**config.mk**
```make
export PLATFORM = sky130hd
export DESIGN_NAME = pwm_speed_decoder
export DESIGN_NICKNAME = d
export VERILOG_FILES = /design/src/rtl/fac_pg1_pkg.sv /design/src/rtl/pwm_edge_sync.sv /design/src/rtl/pwm_speed_decoder.sv
export SDC_FILE = /design/constraint.sdc
export NUM_CORES = 1
export LEC_CHECK = 0
export CELL_PAD_IN_SITES_DETAIL_PLACEMENT = 1
export CELL_PAD_IN_SITES_GLOBAL_PLACEMENT = 2
export CORE_ASPECT_RATIO = 0.75
export CORE_MARGIN = 2
export CORE_UTILIZATION = 33
export CTS_CLUSTER_DIAMETER = 150
export DETAILED_ROUTE_END_ITERATION = 16
export PLACE_DENSITY = 0.78
export SLEW_MARGIN = 20
export SYNTH_ARGS = -nofsm -noshare
export SYNTH_HDL_FRONTEND = slang
export SYNTH_SLANG_ARGS = --single-unit
```
**constraint.sdc**
```tcl
create_clock -name clk -period 2.5 [get_ports clk]
set_input_delay 0.625 -clock clk [delete_from_list [all_inputs] [get_ports clk]]
set_output_delay 0.625 -clock clk [all_outputs]
set_load 0.01 [all_outputs]
```
**src/rtl/fac_pg1_pkg.sv**
```systemverilog
// Shared definitions for the PWM speed link: decoder FSM states and speed code width.
// The PWM generator on the other end of the link uses the same speed width.
package fac_pg1_pkg;

  localparam int SPEED_W = 4;

  typedef enum logic [1:0] {
    WAIT_RISE = 2'd0,
    HIGH      = 2'd1,
    LOW       = 2'd2
  } state_t;

endpackage

```
**src/rtl/pwm_edge_sync.sv**
```systemverilog
// Two-flop synchronizer for the PWM pin plus single-cycle rise/fall strobes
// derived from the synchronized level.
module pwm_edge_sync (
  input  logic clk,
  input  logic rst,
  input  logic pwm_in,
  output logic level,
  output logic rise,
  output logic fall
);

  logic [1:0] sync_reg;
  logic       prev_reg;

  always_ff @(posedge clk) begin
    if (rst) begin
      sync_reg <= 2'b00;
      prev_reg <= 1'b0;
    end else begin
      sync_reg <= {sync_reg[0], pwm_in};
      prev_reg <= sync_reg[1];
    end
  end

  assign level = sync_reg[1];
  assign rise  = sync_reg[1] & ~prev_reg;
  assign fall  = ~sync_reg[1] & prev_reg;

endmodule

```
**src/rtl/pwm_speed_decoder.sv**
```systemverilog
// Measures PWM period and high time, converts the duty to a 4-bit speed code,
// and reports lock, sticky period error and stuck-line timeouts.
module pwm_speed_decoder
  import fac_pg1_pkg::*;
#(
  parameter int PERIOD = 1024,
  parameter int TOL    = 32,
  parameter int CNT_W  = 16
) (
  input  logic               clk,
  input  logic               rst,
  input  logic               pwm_in,
  output logic [SPEED_W-1:0] speed,
  output logic               valid,
  output logic               locked,
  output logic               err
);

  localparam int STEP  = PERIOD / 16;
  localparam int SHIFT = $clog2(STEP);
  localparam logic [CNT_W-1:0] CNT_MAX  = {CNT_W{1'b1}};
  localparam logic [CNT_W-1:0] TIMEOUT  = CNT_W'(2 * PERIOD);
  localparam logic [CNT_W-1:0] LO_LIM   = CNT_W'(PERIOD - TOL);
  localparam logic [CNT_W-1:0] HI_LIM   = CNT_W'(PERIOD + TOL);
  localparam logic [CNT_W-1:0] CODE_MAX = CNT_W'(2 ** SPEED_W - 1);

  logic level, rise, fall;

  pwm_edge_sync u_sync (
    .clk    (clk),
    .rst    (rst),
    .pwm_in (pwm_in),
    .level  (level),
    .rise   (rise),
    .fall   (fall)
  );

  state_t             state_reg, state_next;
  logic [CNT_W-1:0]   period_cnt_reg, period_cnt_next;
  logic [CNT_W-1:0]   high_cnt_reg, high_cnt_next;
  logic [SPEED_W-1:0] speed_reg, speed_next;
  logic               valid_reg, valid_next;
  logic               locked_reg, locked_next;
  logic               err_reg, err_next;
  logic               to_done_reg, to_done_next;

  logic [CNT_W-1:0]   period_inc, high_inc, high_shift;
  logic [SPEED_W-1:0] duty_code;
  logic               timeout, in_tol;

  // Counters cover the cycles after the opening rise up to and including the
  // closing edge, so the incremented value is the true edge-to-edge distance.
  assign period_inc = (period_cnt_reg == CNT_MAX) ? period_cnt_reg : period_cnt_reg + CNT_W'(1);
  assign high_inc   = (high_cnt_reg == CNT_MAX) ? high_cnt_reg : high_cnt_reg + CNT_W'(1);
  assign timeout    = (period_inc >= TIMEOUT);
  assign in_tol     = (period_inc >= LO_LIM) && (period_inc <= HI_LIM);
  assign high_shift = high_cnt_reg >> SHIFT;
  assign duty_code  = (high_shift > CODE_MAX) ? {SPEED_W{1'b1}} : high_shift[SPEED_W-1:0];

  always_ff @(posedge clk) begin
    if (rst) begin
      state_reg      <= WAIT_RISE;
      period_cnt_reg <= '0;
      high_cnt_reg   <= '0;
      speed_reg      <= '0;
      valid_reg      <= 1'b0;
      locked_reg     <= 1'b0;
      err_reg        <= 1'b0;
      to_done_reg    <= 1'b0;
    end else begin
      state_reg      <= state_next;
      period_cnt_reg <= period_cnt_next;
      high_cnt_reg   <= high_cnt_next;
      speed_reg      <= speed_next;
      valid_reg      <= valid_next;
      locked_reg     <= locked_next;
      err_reg        <= err_next;
      to_done_reg    <= to_done_next;
    end
  end

  always_comb begin
    state_next      = state_reg;
    period_cnt_next = period_cnt_reg;
    high_cnt_next   = high_cnt_reg;
    speed_next      = speed_reg;
    valid_next      = 1'b0;
    locked_next     = locked_reg;
    err_next        = err_reg;
    to_done_next    = to_done_reg;

    case (state_reg)
      WAIT_RISE: begin
        if (rise) begin
          state_next      = HIGH;
          period_cnt_next = '0;
          high_cnt_next   = '0;
          to_done_next    = 1'b0;
        end else if (fall) begin
          period_cnt_next = '0;
          to_done_next    = 1'b0;
        end else if (timeout && !to_done_reg) begin
          // One report per quiet stretch; re-armed only by an edge.
          speed_next      = level ? {SPEED_W{1'b1}} : '0;
          valid_next      = 1'b1;
          locked_next     = 1'b0;
          period_cnt_next = '0;
          to_done_next    = 1'b1;
        end else begin
          period_cnt_next = period_inc;
        end
      end

      HIGH: begin
        if (fall) begin
          state_next      = LOW;
          period_cnt_next = period_inc;
          high_cnt_next   = high_inc;
        end else if (timeout) begin
          state_next      = WAIT_RISE;
          speed_next      = {SPEED_W{1'b1}};
          valid_next      = 1'b1;
          locked_next     = 1'b0;
          period_cnt_next = '0;
          high_cnt_next   = '0;
          to_done_next    = 1'b1;
        end else begin
          period_cnt_next = period_inc;
          high_cnt_next   = high_inc;
        end
      end

      LOW: begin
        if (rise) begin
          state_next      = HIGH;
          period_cnt_next = '0;
          high_cnt_next   = '0;
          if (in_tol) begin
            speed_next  = duty_code;
            valid_next  = 1'b1;
            locked_next = 1'b1;
          end else begin
            err_next    = 1'b1;
            locked_next = 1'b0;
          end
        end else if (timeout) begin
          state_next      = WAIT_RISE;
          speed_next      = '0;
          valid_next      = 1'b1;
          locked_next     = 1'b0;
          period_cnt_next = '0;
          high_cnt_next   = '0;
          to_done_next    = 1'b1;
        end else begin
          period_cnt_next = period_inc;
        end
      end

      default: begin
        state_next      = WAIT_RISE;
        period_cnt_next = '0;
        high_cnt_next   = '0;
      end
    endcase
  end

  assign speed  = speed_reg;
  assign valid  = valid_reg;
  assign locked = locked_reg;
  assign err    = err_reg;

endmodule

```
==> run summary <==
worst-margin pin slew -> 475.8 ps
CTS max path bufs -> 2
I/O pins -> 10
Vias/cell -> 5.287
ys async rst share -> 0%
TritonCTS clock tree -> yes
VDD IR max -> 0.3207 mV
post-synthesis register bit count -> 45
Tmin final -> 2564 ps
Peak Freq -> 390.0 MHz
failing checks -> negative setup slack
post-route ant nets -> 0
Fill cells -> 936
routing usage on met3 -> 2.648%
post-layout util -> 46.69%
Sink Count -> 45
FF-to-FF Start -> period_cnt_reg[1]
WP data required -> 2750 ps
post-route insts no fill -> 487
CTS Root Cell -> clkbuf_8
CTS Hold Buffers Added -> 0
Hold Crit Start -> u_sync.sync_reg[0]
CP top delay family -> simple AND/OR/NAND/NOR gates
syn_area_per_cell -> 8.226 um2
R2R Setup Slk -> -60 ps
crit path cell chain -> ha_4 > nand4_1 > buf_6 > buf_4 > nor3_2 > o31ai_2 > and2_4 > a2111oi_4 > o211ai_2 > or3_4 > a21oi_2
top_reg_cell synth -> dfxtp_1
H-Tree Level Count -> 2
placer congestion estimate -> 0.8225
Hold Crit Class -> reg2reg
post-synthesis net count -> 328
max_cap viols -> 0
total gr overflow -> 0
dpl ws -> -130.8 ps
vias in the first global route -> 2465
DR pass1 iterations -> 4
worst r2r path cells -> 11
initial antenna violation count -> 0
ant diodes -> 0
met1 Resource Use GR -> 27.15%
fin. max-slew vios -> 0
Worst Slack Setup Final -> -63.98 ps
leak pwr -> 1.352 nW
global-route usage over all layers -> 18.35%
full die area -> 8636 um2
CP Depth -> 11
Initial DRC Count -> 94
die height -> 80.98 um
worst relative slew slack -> 68.20%
dpl cells -> 469
Power, Total -> 1.513 mW
Port Buf Inserts -> 9
final hold violations -> 0
capture point of the worst reg-to-reg path -> speed[1]
first-pass GRT wire length -> 12.61 mm
# setup viols final -> 8
PwrDens -> 416.6 nW/um2
crit end category -> flop
busiest grt layer -> met2
largest net degree at the start of global routing -> 16
WL final -> 8.062 mm
DP HPWL -> 5.520 mm
Crit Path Max Fanout -> 7
CP max stage cell -> or3_4
placed cell area -> 3224 um2
Core ar. -> 7777 um2
Cell Rows -> 28
layout cells sized above 1 -> 34.03%
run status -> finished with violations
Post-Syn Area -> 2608 um2
Crit Path Category -> reg2reg
area grow syn2layout -> 39.25%
clk_skew -> 12.65 ps
width of the die -> 106.6 um
total number of vias -> 2575
Worst Setup SP -> period_cnt_reg[1]
yosys warns -> 0
critical path capture point -> speed[1]
Worst Path Buf+Inv -> 2
Post-synth EDFFs -> 0
Yosys cell types -> 62
delay of the slowest critical-path stage -> 400 ps
RSZ-0062 raised after global routing -> yes
Skew-Pair Late Insertion Delay -> 300 ps
global-route track usage on met2 -> 28.85%
arrival time at the worst endpoint -> 2810 ps
clock slew at reported path FFs -> 100 ps
Inserted Clock Buffers -> 5
Post-layout nets -> 392
Mapped Cells -> 317
drt drc -> 0
setup TNS -> -377.8 ps
Fin Hold WS -> 460.1 ps
final period utilization -> 102.6%
Startpoint Class -> flop
Post-Layout Inst Area -> 3631 um2
DR WL/cell -> 16.55 um
post-synthesis sequential area ratio -> 34.55%
Initial Util -> 33.53%
==> layer usage <==
metal / share of wire, % / wire length, um
met1: 53 / 4238
met2: 45 / 3639
met3: 1.4 / 114
met4: 0.86 / 69
met5: 0 / 0
==> cells in the mapped netlist (all sizes together) (2+ instances only) <==
library cell,number,area [um2]
o31ai,2,15.01
nor3,9,56.31
and3,5,31.28
clkbuf,3,11.26
a311oi,3,43.80
o22ai,4,25.02
a21o,3,22.52
nor2b,7,43.79
ha,8,100.1
dfxtp,45,900.9
a31oi,6,37.54
buf,11,63.81
nor3b,4,35.03
nor2,52,195.2
o21ai,12,60.05
a211o,2,18.77
and4,4,35.03
xnor2,7,61.31
a211oi,4,35.03
nand2,22,82.58
or3,8,55.05
nand4,10,68.81
o211ai,3,27.52
nor4,6,43.79
nand3,13,65.06
and2,3,21.27
inv,11,41.29
nand2b,4,25.02
a21oi,15,75.07
or2,2,12.52
xor2,10,87.58
mux2i,4,40.04
==> worst register-to-register path, stage by stage (launching register included) <==
cell and delay, ps:
dfxtp_4 380, ha_4 140, nand4_1 120, buf_6 170
buf_4 140, nor3_2 240, o31ai_2 110, and2_4 170
a2111oi_4 330, o211ai_2 190, or3_4 400, a21oi_2 120
==> cells in the final DEF (no fill, tap or decap), drive strengths merged, types with 2 or more instances in the layout <==
master         Yosys  final
xor2              10     10
nor3               9      9
a311oi             3      3
nor4               6      6
or3                8      8
a211o              2      2
and3               5      5
nand3             13     13
a21oi             15     15
buf               11     60
or2                2      2
a21o               3      3
clkdlybuf4s50      0      9
o21ai             12     12
ha                 8      8
and2               3      3
o31ai              2      2
o211ai             3      3
mux2i              4      4
nand2b             4      4
a211oi             4      5
o22ai              4      4
clkbuf             3      6
nor2b              7      7
nand4             10     10
inv               11     12
a31oi              6      6
xnor2              7      7
nor2              52     52
nand2             22     22
dfxtp             45     45
nor3b              4      4
and4               4      4
==> power breakdown <==
group	internal (mW)	switching, mW	total, mW	leakage [nW]
clock network	0.301	0.283	0.584	0.0587
logic	0.0914	0.0926	0.184	0.923
registers	0.729	0.0163	0.745	0.371
==> layout make-up <==
| cell class | instances | area [um2] | share of cell area, % |
|---|---|---|---|
| multi-input combinational | 248 | 1823 | 50.21 |
| sequential | 45 | 923.4 | 25.43 |
| timing repair buffer | 70 | 598.1 | 16.47 |
| tap | 105 | 131.4 | 3.618 |
| clock buffer | 5 | 68.82 | 1.895 |
| clock inverter | 3 | 45.04 | 1.241 |
| inverter | 11 | 41.29 | 1.137 |
==> what timing repair did <==
action	4_1_cts	5_1_grt
endpoints found under the setup margin	39	39
cloned	0	2
setup buffers	3	5
gates resized for setup	28	28
pin swaps	6	10
==> how the worst min path moves through the flow <==
stage / end / slack, ps / depth (start not counted)
finish: u_sync.sync_reg[1] / 460 / 1
global route: u_sync.sync_reg[1] / 460 / 1
CTS: u_sync.sync_reg[1] / 460 / 1
detailed placement: u_sync.sync_reg[1] / 440 / 1
global placement: u_sync.sync_reg[1] / 430 / 1
floorplan: u_sync.sync_reg[1] / 410 / 1
==> cell families after synthesis <==
family / synth area share (%)
flip-flops: 34.55
buffers and inverters: 4.463
multiplexers: 1.967
XOR/XNOR: 5.710
AND/OR/NAND/NOR: 30.71
AO/OA/AOI/OAI: 18.76
adder cells (fa/ha/maj): 3.839
Note: power is estimated with default switching activity, not from simulation.
